--- src/rtl/prog_loader_if.sv ---
// Byte-stream loader bus: framed input stream, byte-wide instruction store write port
// and load status. The loader is the slave; the surrounding top level is the master.
interface prog_loader_if #(
  parameter int unsigned ADDRESS_WIDTH = 32,
  parameter int unsigned DATA_WIDTH    = 8
);
  logic                     start;
  logic                     rx_valid;
  logic [DATA_WIDTH-1:0]    rx_data;
  logic                     rx_ready;
  logic                     we;
  logic [ADDRESS_WIDTH-1:0] waddr;
  logic [DATA_WIDTH-1:0]    wdata;
  logic                     busy;
  logic                     done;
  logic                     error;

  modport master (
    output start, rx_valid, rx_data,
    input  rx_ready, we, waddr, wdata, busy, done, error
  );

  modport slave (
    input  start, rx_valid, rx_data,
    output rx_ready, we, waddr, wdata, busy, done, error
  );
endinterface

--- src/rtl/prog_loader.sv ---
// Program loader: parses a length / payload / XOR-checksum byte frame and writes the payload
// into the byte-addressed instruction store from address 0, then reports done or error.
module prog_loader #(
  parameter int unsigned ADDRESS_WIDTH = 32,
  parameter int unsigned DATA_WIDTH    = 8,
  parameter int unsigned MEM_BYTES     = 4096
) (
  input  logic          clk,
  input  logic          rst,
  prog_loader_if.slave  bus
);

  typedef enum logic [2:0] {StIdle, StLen, StData, StCsum, StDone, StErr} state_e;

  state_e                   state_q, state_d;
  logic [31:0]              len_q, len_d;
  logic [31:0]              ptr_q, ptr_d;
  logic [1:0]               cnt_q, cnt_d;
  logic [DATA_WIDTH-1:0]    csum_q, csum_d;
  logic                     we_q, we_d;
  logic [ADDRESS_WIDTH-1:0] waddr_q, waddr_d;
  logic [DATA_WIDTH-1:0]    wdata_q, wdata_d;

  logic        in_load;
  logic        hs;
  logic        start_ok;
  logic [31:0] len_full;

  assign in_load  = (state_q == StLen) || (state_q == StData) || (state_q == StCsum);
  assign hs       = bus.rx_valid & in_load;
  assign start_ok = bus.start &
                    ((state_q == StIdle) || (state_q == StDone) || (state_q == StErr));

  // Length including the byte currently on the bus, so the 4th byte can be judged at once.
  always_comb begin
    len_full = len_q;
    len_full[8*cnt_q +: 8] = bus.rx_data[7:0];
  end

  always_ff @(posedge clk or posedge rst) begin
    if (rst) begin
      state_q <= StIdle;
    end else begin
      state_q <= state_d;
    end
  end

  always_comb begin
    state_d = state_q;
    case (state_q)
      StIdle, StDone, StErr: begin
        if (bus.start) state_d = StLen;
      end
      StLen: begin
        if (hs && (cnt_q == 2'd3)) begin
          if (len_full > 32'(MEM_BYTES)) state_d = StErr;
          else if (len_full == 32'd0)    state_d = StCsum;
          else                           state_d = StData;
        end
      end
      StData: begin
        if (hs && ((ptr_q + 32'd1) == len_q)) state_d = StCsum;
      end
      StCsum: begin
        if (hs) state_d = (bus.rx_data == csum_q) ? StDone : StErr;
      end
      default: state_d = StIdle;
    endcase
  end

  always_comb begin
    bus.rx_ready = in_load;
    bus.busy     = in_load;
    bus.done     = (state_q == StDone);
    bus.error    = (state_q == StErr);
    bus.we       = we_q;
    bus.waddr    = waddr_q;
    bus.wdata    = wdata_q;
  end

  always_comb begin
    len_d   = len_q;
    ptr_d   = ptr_q;
    cnt_d   = cnt_q;
    csum_d  = csum_q;
    we_d    = 1'b0;
    waddr_d = waddr_q;
    wdata_d = wdata_q;
    if (start_ok) begin
      len_d  = '0;
      ptr_d  = '0;
      cnt_d  = '0;
      csum_d = '0;
    end
    if (hs && (state_q == StLen)) begin
      len_d = len_full;
      cnt_d = cnt_q + 2'd1;
    end
    if (hs && (state_q == StData)) begin
      we_d    = 1'b1;
      waddr_d = ADDRESS_WIDTH'(ptr_q);
      wdata_d = bus.rx_data;
      ptr_d   = ptr_q + 32'd1;
      csum_d  = csum_q ^ bus.rx_data;
    end
  end

  always_ff @(posedge clk or posedge rst) begin
    if (rst) begin
      len_q   <= '0;
      ptr_q   <= '0;
      cnt_q   <= '0;
      csum_q  <= '0;
      we_q    <= 1'b0;
      waddr_q <= '0;
      wdata_q <= '0;
    end else begin
      len_q   <= len_d;
      ptr_q   <= ptr_d;
      cnt_q   <= cnt_d;
      csum_q  <= csum_d;
      we_q    <= we_d;
      waddr_q <= waddr_d;
      wdata_q <= wdata_d;
    end
  end

endmodule
--- src/flat_wrapper.sv ---
// flat-port wrapper written by rule: the top's interface ports become plain ports
module prog_loader_flat 
#(
  parameter int unsigned ADDRESS_WIDTH = 32,
  parameter int unsigned DATA_WIDTH    = 8,
  parameter int unsigned MEM_BYTES     = 4096
)
  (clk, rst, bus_start, bus_rx_valid, bus_rx_data, bus_rx_ready, bus_we, bus_waddr, bus_wdata, bus_busy, bus_done, bus_error);
  prog_loader_if #(.ADDRESS_WIDTH(ADDRESS_WIDTH), .DATA_WIDTH(DATA_WIDTH)) bus_i ();
  input  logic clk;
  input  logic rst;
  input wire logic [$bits(bus_i.start)-1:0] bus_start;
  input wire logic [$bits(bus_i.rx_valid)-1:0] bus_rx_valid;
  input wire logic [$bits(bus_i.rx_data)-1:0] bus_rx_data;
  output wire logic [$bits(bus_i.rx_ready)-1:0] bus_rx_ready;
  output wire logic [$bits(bus_i.we)-1:0] bus_we;
  output wire logic [$bits(bus_i.waddr)-1:0] bus_waddr;
  output wire logic [$bits(bus_i.wdata)-1:0] bus_wdata;
  output wire logic [$bits(bus_i.busy)-1:0] bus_busy;
  output wire logic [$bits(bus_i.done)-1:0] bus_done;
  output wire logic [$bits(bus_i.error)-1:0] bus_error;
  assign bus_i.start = bus_start;
  assign bus_i.rx_valid = bus_rx_valid;
  assign bus_i.rx_data = bus_rx_data;
  assign bus_rx_ready = bus_i.rx_ready;
  assign bus_we = bus_i.we;
  assign bus_waddr = bus_i.waddr;
  assign bus_wdata = bus_i.wdata;
  assign bus_busy = bus_i.busy;
  assign bus_done = bus_i.done;
  assign bus_error = bus_i.error;
  prog_loader #(.ADDRESS_WIDTH(ADDRESS_WIDTH), .DATA_WIDTH(DATA_WIDTH), .MEM_BYTES(MEM_BYTES)) u_core (.clk(clk), .rst(rst), .bus(bus_i));
endmodule
--- config.mk ---
export PLATFORM = sky130hd
export DESIGN_NAME = prog_loader_flat
export DESIGN_NICKNAME = d
export VERILOG_FILES = /design/src/rtl/prog_loader_if.sv /design/src/rtl/prog_loader.sv /design/src/flat_wrapper.sv
export SDC_FILE = /design/constraint.sdc
export NUM_CORES = 1
export LEC_CHECK = 0
export CAP_MARGIN = 40
export CORE_UTILIZATION = 52
export CTS_CLUSTER_SIZE = 16
export DETAILED_ROUTE_END_ITERATION = 8
export GPL_ROUTABILITY_DRIVEN = 0
export PLACE_DENSITY = 0.75
export SLEW_MARGIN = 0
export SYNTH_ARGS = -nofsm -noshare
export SYNTH_HDL_FRONTEND = slang
export SYNTH_SLANG_ARGS = --single-unit
export TNS_END_PERCENT = 30
--- constraint.sdc ---
create_clock -name clk -period 4.15 [get_ports clk]
set_input_delay 0.83 -clock clk [delete_from_list [all_inputs] [get_ports clk]]
set_output_delay 0.83 -clock clk [all_outputs]
set_load 0.01 [all_outputs]
# Word level (Yosys, flattened, before mapping)
# Cells that the tools add are included.
[totals] ff_bits=118 output_inout_bits=45 word_cells=60
[op_classes] n_addsub=3 magnitude_cmp=1 eq_ne=12 shifts=2 muxes=17 bitwise=3 n_reduce_logical=14
[ops] cell="$mux W32" count=3
[ops] cell="$neg A5 Y34" count=1
[ops] cell="$shift A8 B34 Y32 const A" count=1
[ops] cell="$shiftx A8 B34 Y32" count=1
[ops] cell="$add A32 B1 Y32 const B" count=1
[ops] cell="$bwmux W32" count=1
[ops] cell="$eq A32 B32 Y1" count=1
[ops] cell="$gt A32 B13 Y1 const B" count=1
[ops] cell="$logic_not A32 Y1" count=1
[ops] cell="$mux W8" count=2
[ops] cell="$mux W3" count=5
[ops] cell="$pmux W3 S4" count=1
[ops] cell="$eq A8 B8 Y1" count=1
[ops] cell="$xor A8 B8 Y8" count=1
[ops] cell="$eq A3 B2 Y1 const B" count=2
[ops] cell="$eq A3 B3 Y1 const B" count=2
[ops] cell="$ne A2 B2 Y1 const B" count=3
[ops] cell="$logic_and A1 B1 Y1" count=4
[ops] cell="$logic_or A1 B1 Y1" count=4
[ops] cell="$mux W2" count=2
[ops] cell="$reduce_and A4 Y1" count=1
[ops] cell="$reduce_bool A2 Y1" count=2
[ops] cell="$eq A3 B1 Y1 const B" count=1
[ops] cell="$logic_not A3 Y1" count=1
[ops] cell="other kinds (6)" count=9

# Logic depth before layout (Yosys ltp)
# Gate-level depths: netlist (run 1).
[depth] word_depth=8 depth_mapped=9 ltp_nobuf=9

# Worst setup path after synthesis (run 1)
# No wires, ideal clock.
[synth_timing] path_kind="input to register" from="input bus_rx_data[5]" to="register u_core.state_q[0]" setup_time_ns=0.095 t_arrival_ns=2.531 required_time_ns=4.055 slack_ns=1.523 path_stages=8 n_path_buf=1 path_cell_list="clkbuf_1 > nor3_1 > nand3_1 > a2111oi_0 > xor2_1 > a32oi_1 > nand4_1 > o31ai_1"
[synth_via] elab_chain_len=7
[synth_rtl] element="start, declared" line_no="flat_wrapper.sv:14" text="input wire logic [$bits(bus_i.rx_data)-1:0] bus_rx_data;"
[synth_rtl] element="parallel branches: the longest is 6 deep, another holds $gt A32 B13 Y1"
[synth_rtl] element="$pmux W3 S4 (*)" line_no="prog_loader.sv:50" text="case (state_q)"
[synth_rtl] element="end signal, assigned" line_no="prog_loader.sv:42" text="state_q <= StIdle;"
[synth_rtl] element="end signal, assigned" line_no="prog_loader.sv:44" text="state_q <= state_d;"
[synth_rtl] element="end, declared" line_no="prog_loader.sv:15" text="state_e state_q, state_d;"
# Mark *: on every way between the ends. The select of a mux whose other input is x is not followed.
# A chain may end at the register's enable or synchronous reset.

# Final worst setup path (run 1)
[layout_timing] from="input bus_rx_data[2]" to="register u_core.state_q[0]"
# The elaborated chain is that of the path after synthesis.

==> results of run 1 <==
[per-layer routing]
layer,GRT usage (%),up-vias,share of wire [%]
li1,-,2557,-
met1,37.3,2663,42
met2,43.0,325,46
met3,6.16,66,7.8
met4,16.9,0,4.2
met5,0,-,0
[critical path, cell delays in order]
cell	delay, ns
clkdlybuf4s50_1	0.57
nor3_1	0.36
nand3_1	0.18
a2111oi_0	0.67
xor2_1	0.17
a32oi_1	0.39
nand4_1	0.13
o31ai_1	0.23
[sequential cells by signal, summed over array words and instances (netlist names)]
signal            cells
u_core.bus.waddr     32
u_core.bus.wdata      8
u_core.bus.we         1
u_core.cnt_q          2
u_core.csum_q         8
u_core.len_q         32
u_core.ptr_q         32
u_core.state_q        3
[cell usage after synthesis, types with 2 or more instances]
| cell type | n | share of area (%) |
|---|---|---|
| buf_1 | 7 | 0.42 |
| nand2b_1 | 2 | 0.20 |
| nor2_1 | 40 | 2.4 |
| a21oi_1 | 19 | 1.5 |
| and3_1 | 9 | 0.89 |
| and4_1 | 5 | 0.70 |
| or4_1 | 3 | 0.36 |
| buf_2 | 5 | 0.40 |
| dfrtp_1 | 118 | 47 |
| nand3b_1 | 3 | 0.36 |
| o41ai_1 | 4 | 0.56 |
| nand4_1 | 10 | 0.99 |
| inv_1 | 14 | 0.83 |
| o21ai_1 | 4 | 0.32 |
| o22ai_1 | 6 | 0.60 |
| mux2i_1 | 4 | 0.64 |
| xor2_1 | 27 | 3.8 |
| o32ai_1 | 2 | 0.28 |
| xnor2_1 | 31 | 4.3 |
| nand3_1 | 21 | 1.7 |
| and2_1 | 2 | 0.20 |
| a31oi_1 | 5 | 0.50 |
| nor4_1 | 11 | 1.1 |
| a2111oi_0 | 2 | 0.28 |
| o21ai_0 | 67 | 5.3 |
| nor2b_1 | 8 | 0.79 |
| clkbuf_1 | 33 | 2.0 |
| nor3_1 | 15 | 1.2 |
| o31ai_1 | 14 | 1.7 |
| a32oi_1 | 2 | 0.28 |
| nand2_1 | 145 | 8.6 |
| a211oi_1 | 3 | 0.36 |
| a22o_1 | 31 | 4.3 |
| ha_1 | 6 | 1.2 |
[cell usage in the layout (no fill, tap or decap), drive strengths merged, types with 9 or more instances in the layout]
cell	Yosys	final
nand4	10	10
o31ai	14	14
a22o	31	31
xnor2	31	31
and3	9	9
nand2	145	145
clkdlybuf4s50	0	56
clkbuf	34	23
nor3	16	16
inv	14	14
o21ai	71	71
dfrtp	118	118
xor2	27	27
nor2	41	41
nand3	23	23
nor4	12	12
a21oi	19	19
[final cells by class]
class	count	area, sq um	area share, %
repair buffers	64	621	8.35
well taps	143	179	2.41
inverters	14	55.1	0.741
clock buffers	23	498	6.70
multi-input cells	524	3100	41.7
clock inverters	5	25.0	0.337
flip-flops and latches	118	2950	39.7
[per-stage QoR]
| step | setup WS, ns | area, sq um | hold slack (ns) | utilization [%] |
|---|---|---|---|---|
| 5_1_grt | 0.865 | 7430 | 0.484 | 64.0 |
| 4_1_cts | 1.03 | 7430 | 0.475 | 64.0 |
| 3_5_place_dp | 0.630 | 6910 | 0.462 | 59.5 |
| 2_1_floorplan | 0.191 | 6300 | 0.470 | - |
| 3_3_place_gp | 0.880 | 6910 | 0.458 | 59.5 |
| 6_report | 0.951 | 7430 | 0.470 | 64.0 |
[logic make-up after synthesis]
group,Yosys count,synth area share [%]
AOI/OAI and AO/OA,169,17.6
muxes,5,0.814
DFF,118,46.9
adders and majority gates,6,1.19
buffers and inverters,62,3.99
and+or+nand+nor,286,21.4
xor gates and xnor gates,58,8.07
[worst max-delay path by stage]
| stage | cells past startpoint | startpoint | to | slack, ns |
|---|---|---|---|---|
| CTS | 8 | bus_rx_data[2] | u_core.state_q[0] | 1.03 |
| global route | 8 | bus_rx_data[2] | u_core.state_q[0] | 0.86 |
| global placement | 8 | bus_rx_data[0] | u_core.state_q[0] | 0.88 |
| floorplan | 1 | rst | u_core.bus.waddr[0] | 0.19 |
| detailed placement | 8 | bus_rx_data[2] | u_core.state_q[0] | 0.63 |
| finish | 8 | bus_rx_data[2] | u_core.state_q[0] | 0.95 |
[where the power goes]
| part | switching, mW | total [mW] | internal [mW] |
|---|---|---|---|
| sequential | 0.170 | 1.46 | 1.29 |
| combinational | 0.633 | 1.07 | 0.437 |
| clock | 0.482 | 1.30 | 0.820 |
==> impl_metrics.ini, run 1 <==
[run_status]
status = finished, violations left
violations = design-rule violations

[global_route]
track_usage_pct = 28.2
first_global_vias = 5353
grt_pass1_wl_um = 27400
overflow = 0
grt_max_degree = 60
antenna_found_initial = 0

[clock_network]
clkTransAtPathRegs_ns = 0.05
clk_path_buf_depth = 2
clock-root-buffer = clkbuf_16
cts_hold_buf = 0
cts_made_buffers = 17
cts_resized = 0
cts.sinks = 118
cts_tree = built
worstSkewPairLatency_ns = 0.42
cts_setup_buffers = 0
htree_levels = 4

[die]
rows = 39
floorplan.initialDensity_pct = 54.2
io_pins = 57
design.die.area_sq_um = 12600
dieWidth_um = 112
core_sq_um = 11600
die_h_um = 112

[yosys]
yosysWarningCount = 0
avgSynthCellArea_sq_um = 8.95
netlist_instances = 704
yosys_most_used_dff = dfrtp_1
ys_types = 60
syn_area_sq_um = 6300
synth_edf_count = 0
seq_area_frac_synth_pct = 46.9
synth_fp_nets = 722
synthArstFlopShare_pct = 100
ys_ff_latch = 118

[timing]
finalSetupTns_ns = 0
grt_setup_unrepaired = false
tightest_slew_ns = 0.910
skew_ns = 0.0111
setup_viol = 0
hold_viol = 0
relSlewSlack_pct = 38.8
fin_crit_sh_pct = 77.1
period_minus_slack_ns = 3.20
maxSlewViolCount = 0
fmax_mhz = 313

[run]
maxCapViolations = 0

[worst_setup_path]
required_ns = 4.48
arrival_ns = 3.53
r2r_cells = 9
worstPathMaxFanout = 8
rr_startpoint = u_core.cnt_q[0]
endpoint_kind = register
critPathKind = primary input to register
setup.worst_path.start_class = primary input
ff2ff_setup_slack_ns = 1.10
r2r-end = u_core.state_q[0]

[drt]
viasPerCell = 6.30
drt_iter0_drc = 480
drc = 4
postRouteAntennaNets = 0
via_count = 5611
firstDrtPassIters = 7
wl_um = 16800
wire_per_inst_um = 18.8

[final_layout]
fin_nets = 757
final_cells = 891
drive_gt1_share_pct = 6.02
n_antenna_cell = 0
fill_cells = 989
areaGrowthSynthToFinish_pct = 18.0

[place]
dp_cells = 863
port_buffers = 56
dp_hpwl_um = 11500

[power_and_ir_drop]
total_power_mw = 3.83
power_density_nw_per_um2 = 516
ir_drop_mv = 0.394
p_leak_nw = 3.40

[hold_path]
worstHoldStart = u_core.bus.waddr[14]
holdPathEnd = u_core.bus.waddr[14]
hp-class = register to register
min_path_cells = 2
Power figures use the tool's default switching activity.
==> run 2: changes to the inputs <==
Settings changed: CORE_UTILIZATION 52 to 58, PLACE_DENSITY 0.75 to 0.79.
Clock period 4.15 ns to 3 ns, I/O delays scaled along.
==> run 2 against run 1 <==
  * The run now ends clean
  * Via count is 0.39% higher
  * Hold slack worse by 0.00074 ns
  * Die area shrank 10%
  * Total power increased by 41%
  * Final cell count rose by 1.3%
  * First-iteration DRC count grew 5.0%
  * Worst setup slack worse by 0.74 ns
  * Critical endpoint unchanged
  * Largest cell class unchanged
==> impl_metrics.ini, run 2 (synthesis gave the netlist of run 1 again) <==
[power_and_ir_drop]
ir_drop_mv = 0.445
p_switching_mw = 1.79
p_comb_share_pct = 28.1
p_clk_share_pct = 34.8
seq_power_share_pct = 37.1
p_leak_nw = 3.50
p_sw_share_pct = 33.1
p_int_mw = 3.63
power_density_nw_per_um2 = 713

[die]
io_pins = 57
floorplan.initialDensity_pct = 60.5
dieWidth_um = 106
design.die.area_sq_um = 11300
rows = 37
core_sq_um = 10400
die_h_um = 106

[final_layout]
drive_gt1_share_pct = 8.21
layout_common_cells = 145 x nand2_1, 118 x dfrtp_1, 67 x o21ai_0
final_common_cell = nand2_1
areaGrowthSynthToFinish_pct = 20.7
fin_nets = 772
final_cells = 903
n_antenna_cell = 0

[place]
dp_cells = 871
port_buffers = 56
dp_hpwl_um = 11000
dpl_worst_slack_ns = 0.0573

[clock_network]
cts_tree = built
cts_hold_buf = 0
clk_path_buf_depth = 2
worstSkewPairLatency_ns = 0.53
clkTransAtPathRegs_ns = 0.06
htree_levels = 4
cts.sinks = 118
cts_made_buffers = 17
clock-root-buffer = clkbuf_8

[drt]
firstDrtPassIters = 5
via_count = 5633
viasPerCell = 6.24
drc = 0
postRouteAntennaNets = 0
drt_iter0_drc = 504
wl_um = 16700
wire_per_inst_um = 18.4

[timing]
hold_viol = 0
holdWs_ns = 0.469
tightest_slew_ns = 0.738
skew_ns = 0.00796
fin_crit_sh_pct = 93.1
relSlewSlack_pct = 50.3
setup_viol = 0
period_minus_slack_ns = 2.79
grt_setup_unrepaired = false
setup_ws_ns = 0.206
maxSlewViolCount = 0
finalSetupTns_ns = 0
fmax_mhz = 358

[global_route]
first_global_vias = 5434
antenna_found_initial = 0
grt_max_degree = 119
grt_pass1_wl_um = 27400
track_usage_pct = 31.7
overflow = 0

[worst_setup_path]
endpoint_kind = register
worstPathMaxFanout = 7
critPathKind = register to register
arrival_ns = 3.23
setup.worst_path.start_class = register
required_ns = 3.44

[run_status]
status = complete, no violations

[run]
maxCapViolations = 0

[hold_path]
hp-class = register to register
## run 2: metal layers
layer | vias to the layer above | global-route usage, % | routed length [um]
li1 | 2585 | - | -
met3 | 63 | 6.13 | 1400
met4 | 0 | 17.7 | 703
met2 | 287 | 48.4 | 7630
met1 | 2698 | 42.7 | 6930
met5 | - | 0 | 0
## run 2: per-stage QoR
stage | cell area [sq um] | power, mW | utilization (%)
after CTS | 7600 | 5.41 | 72.9
final | 7600 | 5.42 | 73.0
after global placement | 7050 | 3.44 | 67.7
after detailed placement | 7050 | 3.50 | 67.7
after global routing | 7600 | 5.66 | 73.0
after floorplan | 6300 | 2.96 | -
## run 2: path summary, 6_finish.rpt
check	startpoint	end	slack, ns	cells after the start
max	u_core.ptr_q[1]	u_core.state_q[0]	0.21	8
min	u_core.bus.waddr[16]	u_core.bus.waddr[16]	0.47	2
max reg2reg	u_core.ptr_q[1]	u_core.state_q[0]	0.21	8
min reg2reg	u_core.bus.waddr[16]	u_core.bus.waddr[16]	0.47	2
max in group asynchronous	rst	u_core.bus.waddr[26]	1.89	3
min in group asynchronous	rst	u_core.bus.wdata[6]	0.55	3
## run 2: power by group through the flow
stage / registers (mW) / clock network (mW) / logic [mW]
after floorplan: 1.97 / 0 / 0.986
after global placement: 2.00 / 0 / 1.44
after detailed placement: 2.02 / 0 / 1.49
after CTS: 2.00 / 1.90 / 1.51
after global routing: 2.02 / 1.97 / 1.66
final: 2.01 / 1.89 / 1.52
## run 2: cell type report
cell class | instances | area, sq um
Clock buffer | 21 | 439
Clock inverter | 11 | 108
Fill cell | 799 | 2820
Inverter | 14 | 56.3
Multi-Input combinational cell | 524 | 3100
Sequential cell | 118 | 2950
Tap cell | 136 | 170
Timing Repair Buffer | 79 | 771
## run 2: worst max-delay path, cell delays in order, from the launching register on
cell and delay (ns):
dfrtp_1 0.43, ha_2 0.28, nand3_1 0.20, or4_1 0.66, nor3_1 0.28, a31oi_1 0.17, a2111oi_4 0.33, nand4_1 0.14
o31ai_1 0.21
## run 2: repair_timing
| action | CTS | global route |
|---|---|---|
| setup endpoints to repair | 0 | 1 |
| resized for setup | 0 | 1 |
| hold endpoints to repair | 0 | 0 |
| buffers inserted | 0 | 0 |
==> run 3: changes to the inputs <==
Settings changed: CTS_CLUSTER_DIAMETER set to 50.
==> results of run 3 <==
Same layout as run 2: the final DEF is identical, and so are final timing and power.
